## src/rtl/aes_pkg.sv

```systemverilog
// -----------------------------------------------------------------------------
// aes_pkg
// Shared definitions for the AES ShiftRows pipeline: byte type, state-column
// count legality check and the per-row rotation offset function.
// Configuration macro (used by the modules importing this package):
//   AES_SHIFT_ROWS_INV_EN - when defined, InvShiftRows logic is built.
// -----------------------------------------------------------------------------
package aes_pkg;

   typedef logic [7:0] aes_byte_t;

   // The state matrix always has four rows regardless of the column count.
   localparam int unsigned NumRows = 4;

   // Rijndael permits 4, 6 or 8 state columns.
   function automatic bit nb_legal(input int unsigned nb);
      return (nb == 4) || (nb == 6) || (nb == 8);
   endfunction

   // Rotation offset C[r]: {0,1,2,3} for NB=4/6, {0,1,3,4} for NB=8.
   function automatic int unsigned row_offset(input int unsigned nb, input int unsigned r);
      if ((nb == 8) && (r >= 2)) begin
         return r + 1;
      end
      return r;
   endfunction

endpackage

```

## src/rtl/aes_row_rotate.sv

```systemverilog
// -----------------------------------------------------------------------------
// aes_row_rotate
// Byte rotation of one state row. Byte 0 is the MSB byte of the row.
// Forward: rotate left by OFFSET (byte 0 takes byte OFFSET).
// Inverse: rotate right by OFFSET (only built with AES_SHIFT_ROWS_INV_EN).
// Ports:
//   row_i  - input row, 8*NB bits
//   inv_i  - 1 selects the inverse rotation
//   row_o  - rotated row, 8*NB bits
// -----------------------------------------------------------------------------
module aes_row_rotate
   import aes_pkg::*;
#(
   parameter int unsigned NB     = 4,
   parameter int unsigned OFFSET = 0
) (
   input  logic [8*NB-1:0] row_i,
   input  logic            inv_i,
   output logic [8*NB-1:0] row_o
);

   for (genvar c = 0; c < NB; c++) begin : g_byte
      localparam int unsigned FwdSrc = (c + OFFSET) % NB;
      aes_byte_t fwd_b;

      assign fwd_b = row_i[8*NB-1-8*FwdSrc -: 8];

`ifdef AES_SHIFT_ROWS_INV_EN
      localparam int unsigned InvSrc = (c + NB - OFFSET) % NB;
      aes_byte_t inv_b;

      assign inv_b = row_i[8*NB-1-8*InvSrc -: 8];
      assign row_o[8*NB-1-8*c -: 8] = inv_i ? inv_b : fwd_b;
`else
      assign row_o[8*NB-1-8*c -: 8] = fwd_b;
`endif
   end

`ifndef AES_SHIFT_ROWS_INV_EN
   // Forward-only build: the mode input has no effect.
   logic unused_inv;
   assign unused_inv = inv_i;
`endif

endmodule

```

## src/rtl/aes_shift_rows_pipe.sv

```systemverilog
// -----------------------------------------------------------------------------
// aes_shift_rows_pipe
// AES ShiftRows / InvShiftRows with valid/ready handshake, 1-cycle latency and
// a 2-entry (main + skid) output buffer. in_ready is a register, so it never
// depends combinationally on out_ready.
// Configuration macro:
//   AES_SHIFT_ROWS_INV_EN - when defined, in_inv selects InvShiftRows;
//                           otherwise in_inv is ignored (forward only).
// Ports:
//   clk, rst_n          - clock, synchronous active-low reset
//   in_valid/in_ready   - input handshake
//   in_data, in_inv     - state matrix (row-major, row byte 0 = MSB), mode
//   out_valid/out_ready - output handshake
//   out_data            - shifted state matrix
//   blk_cnt             - wrapping count of completed output transfers
// -----------------------------------------------------------------------------
module aes_shift_rows_pipe
   import aes_pkg::*;
#(
   parameter int unsigned NB    = 4,
   parameter int unsigned CNT_W = 16
) (
   input  logic              clk,
   input  logic              rst_n,
   input  logic              in_valid,
   output logic              in_ready,
   input  logic [32*NB-1:0]  in_data,
   input  logic              in_inv,
   output logic              out_valid,
   input  logic              out_ready,
   output logic [32*NB-1:0]  out_data,
   output logic [CNT_W-1:0]  blk_cnt
);

   localparam int unsigned W    = 32 * NB;
   localparam int unsigned RowW = 8 * NB;

   if (!nb_legal(NB)) begin : g_nb_illegal
      $error("aes_shift_rows_pipe: NB must be 4, 6 or 8");
   end

   logic         inv_sel;
   logic [W-1:0] shifted;

`ifdef AES_SHIFT_ROWS_INV_EN
   assign inv_sel = in_inv;
`else
   assign inv_sel = 1'b0;
   logic unused_in_inv;
   assign unused_in_inv = in_inv;
`endif

   for (genvar r = 0; r < NumRows; r++) begin : g_row
      aes_row_rotate #(
         .NB     (NB),
         .OFFSET (row_offset(NB, r))
      ) u_row_rotate (
         .row_i (in_data[W-1-RowW*r -: RowW]),
         .inv_i (inv_sel),
         .row_o (shifted[W-1-RowW*r -: RowW])
      );
   end

   logic [W-1:0]     main_q, main_d;
   logic [W-1:0]     skid_q, skid_d;
   logic             main_vld_q, main_vld_d;
   logic             skid_vld_q, skid_vld_d;
   logic             in_ready_q, in_ready_d;
   logic [CNT_W-1:0] cnt_q, cnt_d;

   logic in_xfer;
   logic out_xfer;

   assign in_xfer  = in_valid & in_ready_q;
   assign out_xfer = main_vld_q & out_ready;

   always_comb begin
      main_d     = main_q;
      skid_d     = skid_q;
      main_vld_d = main_vld_q;
      skid_vld_d = skid_vld_q;
      cnt_d      = cnt_q;

      if (out_xfer) begin
         cnt_d = cnt_q + 1'b1;
         // in_ready is low whenever skid is full, so in_xfer cannot coincide here.
         if (skid_vld_q) begin
            main_d     = skid_q;
            skid_vld_d = 1'b0;
         end else if (in_xfer) begin
            main_d = shifted;
         end else begin
            main_vld_d = 1'b0;
         end
      end else if (in_xfer) begin
         if (main_vld_q) begin
            skid_d     = shifted;
            skid_vld_d = 1'b1;
         end else begin
            main_d     = shifted;
            main_vld_d = 1'b1;
         end
      end

      in_ready_d = ~skid_vld_d;
   end

   always_ff @(posedge clk) begin
      if (!rst_n) begin
         main_q     <= '0;
         skid_q     <= '0;
         main_vld_q <= 1'b0;
         skid_vld_q <= 1'b0;
         in_ready_q <= 1'b0;
         cnt_q      <= '0;
      end else begin
         main_q     <= main_d;
         skid_q     <= skid_d;
         main_vld_q <= main_vld_d;
         skid_vld_q <= skid_vld_d;
         in_ready_q <= in_ready_d;
         cnt_q      <= cnt_d;
      end
   end

   assign in_ready  = in_ready_q;
   assign out_valid = main_vld_q;
   assign out_data  = main_q;
   assign blk_cnt   = cnt_q;

endmodule

```

## config.mk

```make
export PLATFORM = sky130hd
export DESIGN_NAME = aes_shift_rows_pipe
export DESIGN_NICKNAME = d
export VERILOG_FILES = /design/src/rtl/aes_pkg.sv /design/src/rtl/aes_row_rotate.sv /design/src/rtl/aes_shift_rows_pipe.sv
export SDC_FILE = /design/constraint.sdc
export NUM_CORES = 1
export LEC_CHECK = 0
export ABC_CLOCK_PERIOD_IN_PS = 1800
export CAP_MARGIN = 20
export CORE_ASPECT_RATIO = 1.4
export CORE_MARGIN = 4
export CORE_UTILIZATION = 45
export CTS_BUF_LIST = sky130_fd_sc_hd__clkbuf_4
export CTS_CLUSTER_SIZE = 8
export DETAILED_ROUTE_END_ITERATION = 10
export GPL_TIMING_DRIVEN = 0
export PLACE_DENSITY = 0.74
export SLEW_MARGIN = 20
export SYNTH_ARGS = -nofsm -noshare
export SYNTH_HDL_FRONTEND = slang
export SYNTH_SLANG_ARGS = --single-unit
```

## constraint.sdc

```tcl
create_clock -name clk -period 1.8 [get_ports clk]
set_clock_uncertainty 0.1 [all_clocks]
set_input_delay 0.36 -clock clk [delete_from_list [all_inputs] [get_ports clk]]
set_output_delay 0.36 -clock clk [all_outputs]
set_load 0.1 [all_outputs]
```

==> report_table.html, run 1 <==
<table>
<tr><th>Metric</th><th>Value</th></tr>
<tr><th colspan="2">Critical path</th></tr>
<tr><td>Critical path capture point type</td><td>flip-flop</td></tr>
<tr><td>Maximum fanout along the worst path</td><td>10</td></tr>
<tr><td>Category of the worst setup path launch point</td><td>flip-flop</td></tr>
<tr><td>Data arrival, critical path</td><td>roughly 2.2 ns</td></tr>
<tr><td>Cell at the slowest stage of the critical path</td><td>sky130_fd_sc_hd__clkbuf_1</td></tr>
<tr><td>Crit-path max cell delay</td><td>~0.42 ns</td></tr>
<tr><td>Worst reg2reg path startpoint</td><td>skid_vld_q</td></tr>
<tr><td>Kind of critical path</td><td>reg2reg</td></tr>
<tr><td>Worst EP required</td><td>around 2.3 ns</td></tr>
<tr><td>Chain of cells forming the critical path</td><td>clkbuf_4, clkbuf_1, nand3_1, a311oi_1</td></tr>
<tr><td>R2R setup slack</td><td>about 0.044 ns</td></tr>
<tr><td>Launch point of the critical path</td><td>skid_vld_q</td></tr>
<tr><th colspan="2">Clocking</th></tr>
<tr><td>Maximum level of the CTS H-tree</td><td>3</td></tr>
<tr><td>Buffer depth of the longest clock path</td><td>3</td></tr>
<tr><td>Clock transition at the register clock pins on the worst setup and hold paths after CTS</td><td>~0.07 ns</td></tr>
<tr><td>Clock latency on the worst-skew pair</td><td>between 0.6 and 0.7 ns</td></tr>
<tr><td>Clock tree from TritonCTS</td><td>yes</td></tr>
<tr><td>Hold buffer count at cts</td><td>0</td></tr>
<tr><td>TritonCTS Buffers</td><td>slightly below 70</td></tr>
<tr><td>Clk Tree Root Cell</td><td>sky130_fd_sc_hd__clkbuf_4</td></tr>
<tr><td>Number of sinks driven by the clock tree</td><td>275</td></tr>
<tr><th colspan="2">Timing</th></tr>
<tr><td>Unrepaired setup endpoints after global routing</td><td>true</td></tr>
<tr><td>PnR worst setup slack</td><td>roughly 0.044 ns</td></tr>
<tr><td>Final Slew Violations</td><td>0</td></tr>
<tr><td>Final Hold Fails</td><td>0</td></tr>
<tr><td>Final critical path time including I/O delays and setup</td><td>between 1.5 and 2 ns</td></tr>
<tr><td>Slew at the pin with the worst max-slew slack</td><td>between 0.7 and 0.8 ns</td></tr>
<tr><td>Max-Slew Margin vs Limit</td><td>0.480</td></tr>
<tr><td>Final TNS setup</td><td>0 ns</td></tr>
<tr><td>Maximum clock frequency</td><td>0.569 GHz</td></tr>
<tr><td>Period utilization</td><td>0.976</td></tr>
<tr><td>Final count of negative-setup-slack endpoints</td><td>0</td></tr>
<tr><td>Worst-case hold slack</td><td>0.166 ns</td></tr>
<tr><th colspan="2">Hold path</th></tr>
<tr><td>Min-delay worst type</td><td>in2reg</td></tr>
<tr><td>Min-delay src</td><td>in_data[79]</td></tr>
<tr><th colspan="2">Detailed routing</th></tr>
<tr><td>Via count normalized by instance count</td><td>roughly 5.4</td></tr>
<tr><td>Remaining routing DRC violations</td><td>0</td></tr>
<tr><td>Number of vias in the routed layout</td><td>11200</td></tr>
<tr><td>Total Wirelength</td><td>between 30000 and 40000 um</td></tr>
<tr><td>Number of violations reported at the end of detailed-routing iteration 0</td><td>approximately 530</td></tr>
<tr><td>Post-DRT Antenna Nets</td><td>0</td></tr>
<tr><td>First-pass DRT Iterations</td><td>5</td></tr>
<tr><td>Average wire per cell in the routed design</td><td>about 17 um</td></tr>
<tr><th colspan="2">Job</th></tr>
<tr><td>Max-Cap Viols</td><td>0</td></tr>
<tr><th colspan="2">Place</th></tr>
<tr><td>PortBufs</td><td>roughly 280</td></tr>
<tr><td>Final GP Congestion</td><td>between 0.8 and 0.9</td></tr>
<tr><td>Placed instance area</td><td>roughly 14000 um^2</td></tr>
<tr><td>Dpl ws</td><td>-0.859 ns</td></tr>
<tr><td>HPWL reported at the end of detailed placement</td><td>25200 um</td></tr>
<tr><th colspan="2">Die</th></tr>
<tr><td>Die boundary height</td><td>192 um</td></tr>
<tr><td>Number of placement rows</td><td>between 60 and 70</td></tr>
<tr><td>Width of the die</td><td>139 um</td></tr>
<tr><td>Number of top-level pins</td><td>~280</td></tr>
<tr><td>Area of the die</td><td>roughly 27000 um^2</td></tr>
<tr><td>Area of the core</td><td>between 20000 and 25000 um^2</td></tr>
<tr><td>Starting density of the core</td><td>0.455</td></tr>
<tr><th colspan="2">Cells and area</th></tr>
<tr><td>Post-route cell area</td><td>~16000 um^2</td></tr>
<tr><td>FF+latch area</td><td>around 5600 um^2</td></tr>
<tr><td>Nets</td><td>~1900</td></tr>
<tr><td>P&amp;R area growth vs syn</td><td>43.7%</td></tr>
<tr><td>Share of post-route cells with drive strength above 1</td><td>0.221</td></tr>
<tr><td>Total of fill cells in the finished design</td><td>between 2000 and 2500</td></tr>
<tr><td>Multi-input logic area</td><td>slightly below 5000 um^2</td></tr>
<tr><th colspan="2">Yosys</th></tr>
<tr><td>Distinct cells, synth</td><td>31</td></tr>
<tr><td>Post-synthesis instance total</td><td>between 1000 and 1500</td></tr>
<tr><td>Number of nets in the synthesized netlist</td><td>~1500</td></tr>
<tr><td>Fraction of registers with async set or reset after synthesis</td><td>0</td></tr>
<tr><td>Area share of the largest cell type after synthesis</td><td>0.507</td></tr>
<tr><td>Dominant cell type by area after synthesis</td><td>sky130_fd_sc_hd__dfxtp_1</td></tr>
<tr><td>Dominant cells by area after synthesis</td><td>sky130_fd_sc_hd__dfxtp_1 51%, sky130_fd_sc_hd__nand2_1 14%, sky130_fd_sc_hd__a311oi_1 10%, sky130_fd_sc_hd__a21oi_1 6.2%, sky130_fd_sc_hd__nand3_1 6.1%</td></tr>
<tr><td>Most frequently used cell type in the post-synthesis netlist</td><td>sky130_fd_sc_hd__nand2_1</td></tr>
<tr><td>Number of warnings printed during yosys synthesis</td><td>0</td></tr>
<tr><td>Sequential area share after synthesis</td><td>0.507</td></tr>
<tr><td>Leading register cell type out of synthesis</td><td>sky130_fd_sc_hd__dfxtp_1</td></tr>
<tr><td>Register bit count reported by yosys</td><td>between 200 and 300</td></tr>
<tr><td>Synthesized area per cell</td><td>between 7 and 8 um^2</td></tr>
<tr><td>Number of flops mapped to enable cells by yosys</td><td>0</td></tr>
<tr><td>Post-Synthesis Cell Area</td><td>about 11000 um^2</td></tr>
<tr><td>Leading post-synthesis cells by instance count</td><td>394 x sky130_fd_sc_hd__nand2_1, 275 x sky130_fd_sc_hd__dfxtp_1, 141 x sky130_fd_sc_hd__nor2_1</td></tr>
<tr><th colspan="2">GRT</th></tr>
<tr><td>Sum of overflow across all layers after global routing</td><td>0</td></tr>
<tr><td>Overall fraction of global-route tracks in use</td><td>0.256</td></tr>
<tr><td>First-pass GRT wire length</td><td>between 50000 and 60000 um</td></tr>
<tr><td>Number of antenna violations at the first check in global routing</td><td>2</td></tr>
<tr><td>Via count of the first global-routing pass</td><td>11000</td></tr>
<tr><td>Maximum number of pins on one net before global-route repair</td><td>11</td></tr>
<tr><th colspan="2">Pwr</th></tr>
<tr><td>Power consumption</td><td>15.0 mW</td></tr>
<tr><td>Leak</td><td>a little under 6 nW</td></tr>
<tr><td>Power per cell area</td><td>approximately 960 nW/um^2</td></tr>
<tr><td>Maximum resistive drop on vdd</td><td>~0.00054 V</td></tr>
<tr><th colspan="2">Status</th></tr>
<tr><td>Outcome</td><td>finished clean</td></tr>
</table>
worst max-delay path: cells and delay by family, from the launching register on:
| family | cells | cell delay, ns |
|---|---|---|
| buffers and inverters | 2 | 0.73 |
| AND/OR/NAND/NOR | 1 | 0.15 |
| flip-flops | 1 | 0.41 |
| AO/OA/AOI/OAI | 1 | 0.29 |
state kept, by name, indices dropped and copies added, names as in the netlist:
signal / count
skid_vld_q: 1
out_data: 128
out_valid: 1
skid_q: 128
in_ready: 1
blk_cnt: 16
cells by family after synthesis:
logic type / Yosys count / share of synthesized area
AOI/OAI and AO/OA: 268 / 0.169
adders and majority gates: 1 / 0.00115
xor gates and xnor gates: 10 / 0.00806
DFF: 275 / 0.507
muxes: 2 / 0.00184
and+or+nand+nor: 690 / 0.261
buffers and inverters: 135 / 0.0530
cells in the final DEF, fill, tap and decap left out, types with 13 or more instances in the layout:
cell                              Yosys  layout
sky130_fd_sc_hd__nand2_1            394     393
sky130_fd_sc_hd__dfxtp_1            275     248
sky130_fd_sc_hd__nor2_1             141     141
sky130_fd_sc_hd__nand3_1            133     133
sky130_fd_sc_hd__a21oi_1            134     132
sky130_fd_sc_hd__clkdlybuf4s50_1      0     131
sky130_fd_sc_hd__clkbuf_4             0     123
sky130_fd_sc_hd__a311oi_1           128     113
sky130_fd_sc_hd__buf_6                1     111
sky130_fd_sc_hd__clkbuf_1            72      37
sky130_fd_sc_hd__clkbuf_2             0      31
sky130_fd_sc_hd__buf_4                0      28
sky130_fd_sc_hd__buf_12               0      19
sky130_fd_sc_hd__a311oi_2             0      15
sky130_fd_sc_hd__buf_8                0      15
sky130_fd_sc_hd__dfxtp_4              0      14
sky130_fd_sc_hd__dfxtp_2              0      13
final timing paths:
path	to	cells past startpoint
worst max-delay path	out_data[123]	4
worst min-delay path	skid_q[87]	3
worst max register to register	out_data[123]	4
worst min register to register	out_data[99]	2
layout make-up:
type | count | area share
Sequential cell | 275 | 0.357
Multi-Input combinational cell | 971 | 0.314
Timing Repair Buffer | 280 | 0.203
Buffer | 130 | 0.0485
Clock buffer | 96 | 0.0462
Tap cell | 310 | 0.0248
Clock inverter | 5 | 0.00481
Inverter | 4 | 0.000962
Antenna cell | 2 | 0.000321
where the power goes:
part	internal [mW]	total (mW)	switching (mW)	leakage, nW
sequential	6.32	6.52	0.199	2.26
clock	2.69	5.09	2.40	0.476
combinational	1.00	3.36	2.36	3.18
total	10.0	15.0	4.96	5.91
per-stage QoR:
stage / instances / util
after floorplan: 1381 / -
after global placement: 1968 / 0.589
after detailed placement: 1968 / 0.589
after CTS: 2069 / 0.631
after global routing: 2073 / 0.653
final: 2073 / 0.653
routing by layer:
layer | track usage | vias to the layer above | part of all wire
met5 | 0 | - | 0
met4 | 0.109 | 0 | 0.036
met3 | 0.0650 | 91 | 0.078
met2 | 0.451 | 424 | 0.51
met1 | 0.295 | 5226 | 0.37
li1 | - | 5496 | -
repair_timing:
action	CTS	global route
endpoints found under the setup margin	391	312
buffers inserted	0	2
resized for setup	1044	186
gates cloned	1	0
Power figures use the tool's default switching activity.
==> run 2: changes to the inputs <==
--- a/config.mk
+++ b/config.mk
@@ -5,16 +5,15 @@
 export SDC_FILE = /design/constraint.sdc
 export NUM_CORES = 1
 export LEC_CHECK = 0
-export ABC_CLOCK_PERIOD_IN_PS = 1800
+export ABC_CLOCK_PERIOD_IN_PS = 2000
 export CAP_MARGIN = 20
 export CORE_ASPECT_RATIO = 1.4
 export CORE_MARGIN = 4
-export CORE_UTILIZATION = 45
+export CORE_UTILIZATION = 36
 export CTS_BUF_LIST = sky130_fd_sc_hd__clkbuf_4
 export CTS_CLUSTER_SIZE = 8
 export DETAILED_ROUTE_END_ITERATION = 10
 export GPL_TIMING_DRIVEN = 0
-export PLACE_DENSITY = 0.74
 export SLEW_MARGIN = 20
 export SYNTH_ARGS = -nofsm -noshare
 export SYNTH_HDL_FRONTEND = slang
==> constraint.sdc (replaced) <==
create_clock -name clk -period 2 [get_ports clk]
set_clock_uncertainty 0.1 [all_clocks]
set_input_delay 0.4 -clock clk [delete_from_list [all_inputs] [get_ports clk]]
set_output_delay 0.4 -clock clk [all_outputs]
set_load 0.1 [all_outputs]
==> run 2 against run 1 <==
Net effect: wire length up 6.2%; critical path depth down 3; combinational power down 15%; first-iteration DRC count up 10%; utilization down 16 points; count of clock-buffer cells in the layout up 8; worst setup slack better by 0.018 ns; sequential power down 11%; worst hold slack better by 0.027 ns; register-to-register slack better by 0.09 ns; non-clock buffer count unchanged; total power down 9.6%; critical path type is now reg2out; critical endpoint is now out_valid; largest power group unchanged; highest routed layer unchanged.
==> report_table.html, run 2 (same netlist as run 1, synthesis figures left out) <==
<table>
<tr><th>Metric</th><th>Value</th></tr>
<tr><th colspan="2">Status</th></tr>
<tr><td>Outcome</td><td>finished clean</td></tr>
<tr><th colspan="2">Pwr</th></tr>
<tr><td>Power per cell area</td><td>a little over 900 nW/um^2</td></tr>
<tr><td>Power Internal</td><td>9.03 mW</td></tr>
<tr><td>Power consumption</td><td>approximately 14 mW</td></tr>
<tr><td>Sw power</td><td>roughly 4.5 mW</td></tr>
<tr><td>Switching share of total power</td><td>0.333</td></tr>
<tr><td>Maximum resistive drop on vdd</td><td>0.000412 V</td></tr>
<tr><td>Part of the power in the clock network</td><td>0.360</td></tr>
<tr><td>Sequential group share of total power</td><td>0.431</td></tr>
<tr><td>Leak</td><td>approximately 5.7 nW</td></tr>
<tr><td>Logic gate share of total power</td><td>0.210</td></tr>
<tr><th colspan="2">Hold path</th></tr>
<tr><td>Hold Path End</td><td>skid_q[101]</td></tr>
<tr><td>Min-delay src</td><td>in_data[101]</td></tr>
<tr><td>Min-delay worst type</td><td>in2reg</td></tr>
<tr><td>Worst hold stages</td><td>3</td></tr>
<tr><th colspan="2">Critical path</th></tr>
<tr><td>Kind of critical path</td><td>reg2out</td></tr>
<tr><td>Total buffers and inverters traversed by the critical path</td><td>1</td></tr>
<tr><td>Cell family with most CP delay</td><td>flip-flops</td></tr>
<tr><td>Depth of the worst register-to-register path</td><td>6</td></tr>
<tr><td>Critical register-to-register path endpoint</td><td>out_data[80]</td></tr>
<tr><td>Crit-path max cell delay</td><td>approximately 0.43 ns</td></tr>
<tr><td>Maximum fanout along the worst path</td><td>9</td></tr>
<tr><td>Cell at the slowest stage of the critical path</td><td>sky130_fd_sc_hd__dfxtp_2</td></tr>
<tr><td>Worst EP required</td><td>around 1.5 ns</td></tr>
<tr><td>Chain of cells forming the critical path</td><td>buf_4</td></tr>
<tr><td>Launch point of the critical path</td><td>out_valid</td></tr>
<tr><td>Data arrival, critical path</td><td>between 1 and 1.5 ns</td></tr>
<tr><td>Critical path capture point type</td><td>output port</td></tr>
<tr><td>Worst reg2reg path startpoint</td><td>out_valid</td></tr>
<tr><td>Category of the worst setup path launch point</td><td>flip-flop</td></tr>
<tr><td>R2R setup slack</td><td>about 0.13 ns</td></tr>
<tr><th colspan="2">Job</th></tr>
<tr><td>Max-Cap Viols</td><td>0</td></tr>
<tr><th colspan="2">Cells and area</th></tr>
<tr><td>Nets</td><td>1868</td></tr>
<tr><td>Top library cells by usage in the layout, fill and taps aside</td><td>394 x sky130_fd_sc_hd__nand2_1, 260 x sky130_fd_sc_hd__dfxtp_1, 141 x sky130_fd_sc_hd__nor2_1, 138 x sky130_fd_sc_hd__clkbuf_4</td></tr>
<tr><td>Commonest non-fill, non-tap cell in the layout</td><td>sky130_fd_sc_hd__nand2_1</td></tr>
<tr><td>Share of post-route cells with drive strength above 1</td><td>0.207</td></tr>
<tr><td>P&amp;R area growth vs syn</td><td>36.2%</td></tr>
<tr><td>Util after Layout</td><td>0.496</td></tr>
<tr><td>Post-route cell area</td><td>14800 um^2</td></tr>
<tr><th colspan="2">Clocking</th></tr>
<tr><td>TritonCTS Buffers</td><td>a little over 70</td></tr>
<tr><td>Clock tree from TritonCTS</td><td>yes</td></tr>
<tr><td>Clock latency on the worst-skew pair</td><td>0.69 ns</td></tr>
<tr><td>Maximum level of the CTS H-tree</td><td>3</td></tr>
<tr><td>Buffer depth of the longest clock path</td><td>3</td></tr>
<tr><td>Clock transition at the register clock pins on the worst setup and hold paths after CTS</td><td>0.07 ns</td></tr>
<tr><td>Clk Tree Root Cell</td><td>sky130_fd_sc_hd__clkbuf_4</td></tr>
<tr><td>Number of sinks driven by the clock tree</td><td>about 280</td></tr>
<tr><th colspan="2">GRT</th></tr>
<tr><td>Sum of overflow across all layers after global routing</td><td>0</td></tr>
<tr><td>Maximum number of pins on one net before global-route repair</td><td>11</td></tr>
<tr><td>Overall fraction of global-route tracks in use</td><td>0.224</td></tr>
<tr><td>Number of antenna violations at the first check in global routing</td><td>2</td></tr>
<tr><td>Via count of the first global-routing pass</td><td>between 10000 and 15000</td></tr>
<tr><td>First-pass GRT wire length</td><td>about 60000 um</td></tr>
<tr><th colspan="2">Timing</th></tr>
<tr><td>Final Slew Violations</td><td>0</td></tr>
<tr><td>Maximum clock frequency</td><td>a little over 0.5 GHz</td></tr>
<tr><td>Final Hold Fails</td><td>0</td></tr>
<tr><td>Slew at the pin with the worst max-slew slack</td><td>about 0.76 ns</td></tr>
<tr><td>Final critical path time including I/O delays and setup</td><td>~1.9 ns</td></tr>
<tr><td>Max-Slew Margin vs Limit</td><td>0.491</td></tr>
<tr><td>Unrepaired setup endpoints after global routing</td><td>true</td></tr>
<tr><td>Period utilization</td><td>0.969</td></tr>
<tr><td>Final TNS setup</td><td>0 ns</td></tr>
<tr><td>Final count of negative-setup-slack endpoints</td><td>0</td></tr>
<tr><th colspan="2">Die</th></tr>
<tr><td>Area of the die</td><td>around 33000 um^2</td></tr>
<tr><td>Area of the core</td><td>29800 um^2</td></tr>
<tr><td>Die boundary height</td><td>about 210 um</td></tr>
<tr><td>Width of the die</td><td>roughly 150 um</td></tr>
<tr><td>Number of top-level pins</td><td>approximately 280</td></tr>
<tr><td>Number of placement rows</td><td>75</td></tr>
<tr><td>Starting density of the core</td><td>0.364</td></tr>
<tr><th colspan="2">Detailed routing</th></tr>
<tr><td>Number of vias in the routed layout</td><td>11200</td></tr>
<tr><td>First-pass DRT Iterations</td><td>5</td></tr>
<tr><td>Post-DRT Antenna Nets</td><td>0</td></tr>
<tr><td>Total Wirelength</td><td>around 38000 um</td></tr>
<tr><td>Via count normalized by instance count</td><td>about 5.2</td></tr>
<tr><td>Number of violations reported at the end of detailed-routing iteration 0</td><td>between 500 and 600</td></tr>
<tr><td>Remaining routing DRC violations</td><td>0</td></tr>
<tr><td>Average wire per cell in the routed design</td><td>approximately 17 um</td></tr>
<tr><th colspan="2">Place</th></tr>
<tr><td>Placed instance area</td><td>14100 um^2</td></tr>
<tr><td>HPWL reported at the end of detailed placement</td><td>between 20000 and 30000 um</td></tr>
<tr><td>PortBufs</td><td>277</td></tr>
<tr><td>Final GP Congestion</td><td>just over 0.8</td></tr>
</table>
[run 2: cell count changes in the layout (fill, tap and decap cells not counted), moves of 4 or more]
cell                       previous run  this run
sky130_fd_sc_hd__buf_6              111         7
sky130_fd_sc_hd__dfxtp_1            248       260
sky130_fd_sc_hd__clkinv_1             1         5
sky130_fd_sc_hd__buf_4               28       120
sky130_fd_sc_hd__clkbuf_2            31        36
sky130_fd_sc_hd__a311oi_1           113       128
sky130_fd_sc_hd__buf_12              19         1
sky130_fd_sc_hd__buf_8               15         0
sky130_fd_sc_hd__dfxtp_4             14         4
sky130_fd_sc_hd__a311oi_2            15         0
sky130_fd_sc_hd__clkbuf_4           123       138
sky130_fd_sc_hd__buf_2               10        42
[run 2: routing by layer]
layer | vias up | track usage | share of wire
met2 | 350 | 0.400 | 0.51
li1 | 5515 | - | -
met1 | 5243 | 0.264 | 0.40
met4 | 0 | 0.0844 | 0.025
met3 | 63 | 0.0481 | 0.060
met5 | - | 0 | 0
[run 2: layout make-up]
type	count	area, um^2
antenna	3	7.51
clock inverter	10	92.6
fill	3049	15000
clock buffer	104	781
sequential	275	5530
tap	385	482
multi-input combinational	971	4790
timing repair buffer	279	2420
buffer	131	686
inverter	4	15.0
[run 2: power groups by stage]
stage               combinational, mW  sequential [mW]  clock, mW
finish                           2.84             5.83       4.87
global route                     2.99             5.86       5.30
CTS                              2.83             5.83       5.02
detailed placement               2.91             5.95          0
global placement                 2.90             5.95          0
floorplan                       0.545             7.36          0
[run 2: what timing repair did]
item | in CTS | in global routing
resized for setup | 869 | 98
buffers inserted | 0 | 2
hold buffers | 0 | 0
setup endpoints to repair | 371 | 245
[run 2: worst max path at each step]
stage,slack (ns),end,cells past startpoint
floorplan,0.008,blk_cnt[14],5
global placement,-0.76,skid_q[20],7
global route,-0.02,out_data[9],7
detailed placement,-0.78,skid_q[101],7
CTS,0.0007,out_data[49],1
finish,0.06,out_valid,1
[run 2: metrics by stage]
stage / hold WS [ns] / instances / setup WS, ns
after global placement: 0.341 / 2043 / -0.761
after floorplan: 0.337 / 1381 / 0.00751
after CTS: 0.134 / 2157 / 0.000681
after global routing: 0.160 / 2162 / -0.0166
after detailed placement: 0.347 / 2043 / -0.781
final: 0.193 / 2162 / 0.0616
==> run 3: changes to the inputs <==
--- a/config.mk
+++ b/config.mk
@@ -13,7 +13,6 @@
 export CTS_BUF_LIST = sky130_fd_sc_hd__clkbuf_4
 export CTS_CLUSTER_SIZE = 8
 export DETAILED_ROUTE_END_ITERATION = 10
-export GPL_TIMING_DRIVEN = 0
 export SLEW_MARGIN = 20
 export SYNTH_ARGS = -nofsm -noshare
 export SYNTH_HDL_FRONTEND = slang
==> run 3 against run 2 <==
Net effect: critical path depth rose by 1; maximum frequency rose by 3.3%; critical endpoint unchanged; cell area rose by 3.1%; via count fell by 3.6%; final cell count fell by 3.7%.
==> report_table.html, run 3 (same netlist as run 1, synthesis figures left out) <==
<table>
<tr><th>Metric</th><th>Value</th></tr>
<tr><th colspan="2">Place</th></tr>
<tr><td>PortBufs</td><td>about 280</td></tr>
<tr><td>Final GP Congestion</td><td>0.754</td></tr>
<tr><td>Number of instances in the placed design</td><td>between 1500 and 2000</td></tr>
<tr><td>HPWL reported at the end of detailed placement</td><td>between 20000 and 25000 um</td></tr>
<tr><td>Placed instance area</td><td>around 14000 um^2</td></tr>
<tr><td>Dpl ws</td><td>-0.254 ns</td></tr>
<tr><th colspan="2">Cells and area</th></tr>
<tr><td>Share of post-route cells with drive strength above 1</td><td>0.196</td></tr>
<tr><td>Commonest non-fill, non-tap cell in the layout</td><td>sky130_fd_sc_hd__nand2_1</td></tr>
<tr><td>Post-route cell area</td><td>15300 um^2</td></tr>
<tr><td>Top library cells by usage in the layout, fill and taps aside</td><td>393 x sky130_fd_sc_hd__nand2_1, 259 x sky130_fd_sc_hd__dfxtp_1, 147 x sky130_fd_sc_hd__buf_4, 141 x sky130_fd_sc_hd__nor2_1, 133 x sky130_fd_sc_hd__a21oi_1</td></tr>
<tr><td>Util after Layout</td><td>0.511</td></tr>
<tr><td>P&amp;R area growth vs syn</td><td>40.4%</td></tr>
<tr><td>Nets</td><td>1791</td></tr>
<tr><td>Finished Layout Cells</td><td>between 2000 and 2500</td></tr>
<tr><th colspan="2">Timing</th></tr>
<tr><td>Final Hold Fails</td><td>0</td></tr>
<tr><td>Period utilization</td><td>0.938</td></tr>
<tr><td>Maximum clock frequency</td><td>approximately 0.53 GHz</td></tr>
<tr><td>Unrepaired setup endpoints after global routing</td><td>false</td></tr>
<tr><td>Worst-case hold slack</td><td>about 0.20 ns</td></tr>
<tr><td>Final critical path time including I/O delays and setup</td><td>1.88 ns</td></tr>
<tr><td>Slew at the pin with the worst max-slew slack</td><td>between 0.7 and 0.8 ns</td></tr>
<tr><td>Final count of negative-setup-slack endpoints</td><td>0</td></tr>
<tr><td>Final TNS setup</td><td>0 ns</td></tr>
<tr><td>PnR worst setup slack</td><td>0.124 ns</td></tr>
<tr><td>Final Slew Violations</td><td>0</td></tr>
<tr><td>Max-Slew Margin vs Limit</td><td>0.528</td></tr>
<tr><th colspan="2">Status</th></tr>
<tr><td>Outcome</td><td>finished clean</td></tr>
<tr><th colspan="2">Clocking</th></tr>
<tr><td>Post-CTS Setup Repair Bufs</td><td>0</td></tr>
<tr><td>Number of sinks driven by the clock tree</td><td>275</td></tr>
<tr><td>TritonCTS Buffers</td><td>70</td></tr>
<tr><td>Clock tree from TritonCTS</td><td>yes</td></tr>
<tr><td>Maximum level of the CTS H-tree</td><td>3</td></tr>
<tr><td>Clock latency on the worst-skew pair</td><td>0.67 ns</td></tr>
<tr><td>Clk Tree Root Cell</td><td>sky130_fd_sc_hd__clkbuf_4</td></tr>
<tr><td>Clock transition at the register clock pins on the worst setup and hold paths after CTS</td><td>about 0.070 ns</td></tr>
<tr><td>Post_cts resized</td><td>0</td></tr>
<tr><td>Hold buffer count at cts</td><td>0</td></tr>
<tr><td>Buffer depth of the longest clock path</td><td>3</td></tr>
<tr><th colspan="2">Job</th></tr>
<tr><td>Max-Cap Viols</td><td>0</td></tr>
<tr><th colspan="2">GRT</th></tr>
<tr><td>Sum of overflow across all layers after global routing</td><td>0</td></tr>
<tr><td>Number of antenna violations at the first check in global routing</td><td>3</td></tr>
<tr><td>Maximum number of pins on one net before global-route repair</td><td>72</td></tr>
<tr><td>Overall fraction of global-route tracks in use</td><td>0.197</td></tr>
<tr><td>Via count of the first global-routing pass</td><td>approximately 10000</td></tr>
<tr><td>First-pass GRT wire length</td><td>between 50000 and 60000 um</td></tr>
<tr><th colspan="2">Detailed routing</th></tr>
<tr><td>Via count normalized by instance count</td><td>around 5.2</td></tr>
<tr><td>Post-DRT Antenna Nets</td><td>0</td></tr>
<tr><td>Number of vias in the routed layout</td><td>around 11000</td></tr>
<tr><td>First-pass DRT Iterations</td><td>5</td></tr>
<tr><td>Total Wirelength</td><td>between 30000 and 40000 um</td></tr>
<tr><td>Number of violations reported at the end of detailed-routing iteration 0</td><td>~670</td></tr>
<tr><td>Average wire per cell in the routed design</td><td>16.4 um</td></tr>
<tr><td>Remaining routing DRC violations</td><td>0</td></tr>
<tr><th colspan="2">Die</th></tr>
<tr><td>Die boundary height</td><td>about 210 um</td></tr>
<tr><td>Number of placement rows</td><td>75</td></tr>
<tr><td>Area of the die</td><td>33100 um^2</td></tr>
<tr><td>Width of the die</td><td>approximately 150 um</td></tr>
<tr><td>Number of top-level pins</td><td>around 280</td></tr>
<tr><td>Starting density of the core</td><td>0.364</td></tr>
<tr><td>Area of the core</td><td>between 20000 and 30000 um^2</td></tr>
<tr><th colspan="2">Critical path</th></tr>
<tr><td>Worst EP required</td><td>around 1.5 ns</td></tr>
<tr><td>Maximum fanout along the worst path</td><td>6</td></tr>
<tr><td>Category of the worst setup path launch point</td><td>flip-flop</td></tr>
<tr><td>Cell family with most CP delay</td><td>flip-flops</td></tr>
<tr><td>Cell at the slowest stage of the critical path</td><td>sky130_fd_sc_hd__dfxtp_2</td></tr>
<tr><td>Crit-path max cell delay</td><td>approximately 0.37 ns</td></tr>
<tr><td>Chain of cells forming the critical path</td><td>buf_4, buf_12</td></tr>
<tr><td>Total buffers and inverters traversed by the critical path</td><td>2</td></tr>
<tr><td>Critical path capture point type</td><td>output port</td></tr>
<tr><td>Data arrival, critical path</td><td>1.38 ns</td></tr>
<tr><td>Kind of critical path</td><td>reg2out</td></tr>
<tr><th colspan="2">Pwr</th></tr>
<tr><td>Power consumption</td><td>approximately 13 mW</td></tr>
<tr><td>Power per cell area</td><td>~880 nW/um^2</td></tr>
<tr><td>Maximum resistive drop on vdd</td><td>between 0.0004 and 0.0005 V</td></tr>
<tr><td>Leak</td><td>between 5 and 6 nW</td></tr>
<tr><th colspan="2">Hold path</th></tr>
<tr><td>Min-delay worst type</td><td>in2reg</td></tr>
</table>
-- run 3: metal layers --
metal,up-vias,global-route usage,share of wire
met1,5020,0.243,0.41
met5,-,0,0
met2,347,0.330,0.50
met3,53,0.0519,0.070
met4,0,0.0774,0.024
li1,5350,-,-
-- run 3: area by class of cell --
| cell class | count | area, um^2 |
|---|---|---|
| antenna | 5 | 12.5 |
| inverter | 4 | 22.5 |
| multi-input combinational | 971 | 4820 |
| tap | 385 | 482 |
| fill | 2924 | 14600 |
| clock buffer | 97 | 728 |
| sequential | 275 | 5540 |
| clock inverter | 9 | 93.8 |
| timing repair buffer | 335 | 3560 |
-- run 3: worst min-delay path, delay by kind of cell --
family / cells / cell delay, ns
buf+inv: 1 / 0.42
simple gates: 1 / 0.06
compound gates: 1 / 0.05
-- run 3: worst paths after layout --
path,from,endpoint,slack [ns],depth (start not counted)
hold / removal,in_data[33],skid_q[49],0.20,3
setup reg to reg,blk_cnt[5],blk_cnt[13],0.25,4
hold reg to reg,skid_q[20],skid_q[20],0.35,2
setup / recovery,out_valid,out_valid,0.12,2
-- run 3: power breakdown --
part,switching (mW),total (mW),internal [mW]
sequential,0.151,5.85,5.70
combinational,2.09,2.92,0.835
clock,2.20,4.66,2.46
total,4.43,13.4,8.99
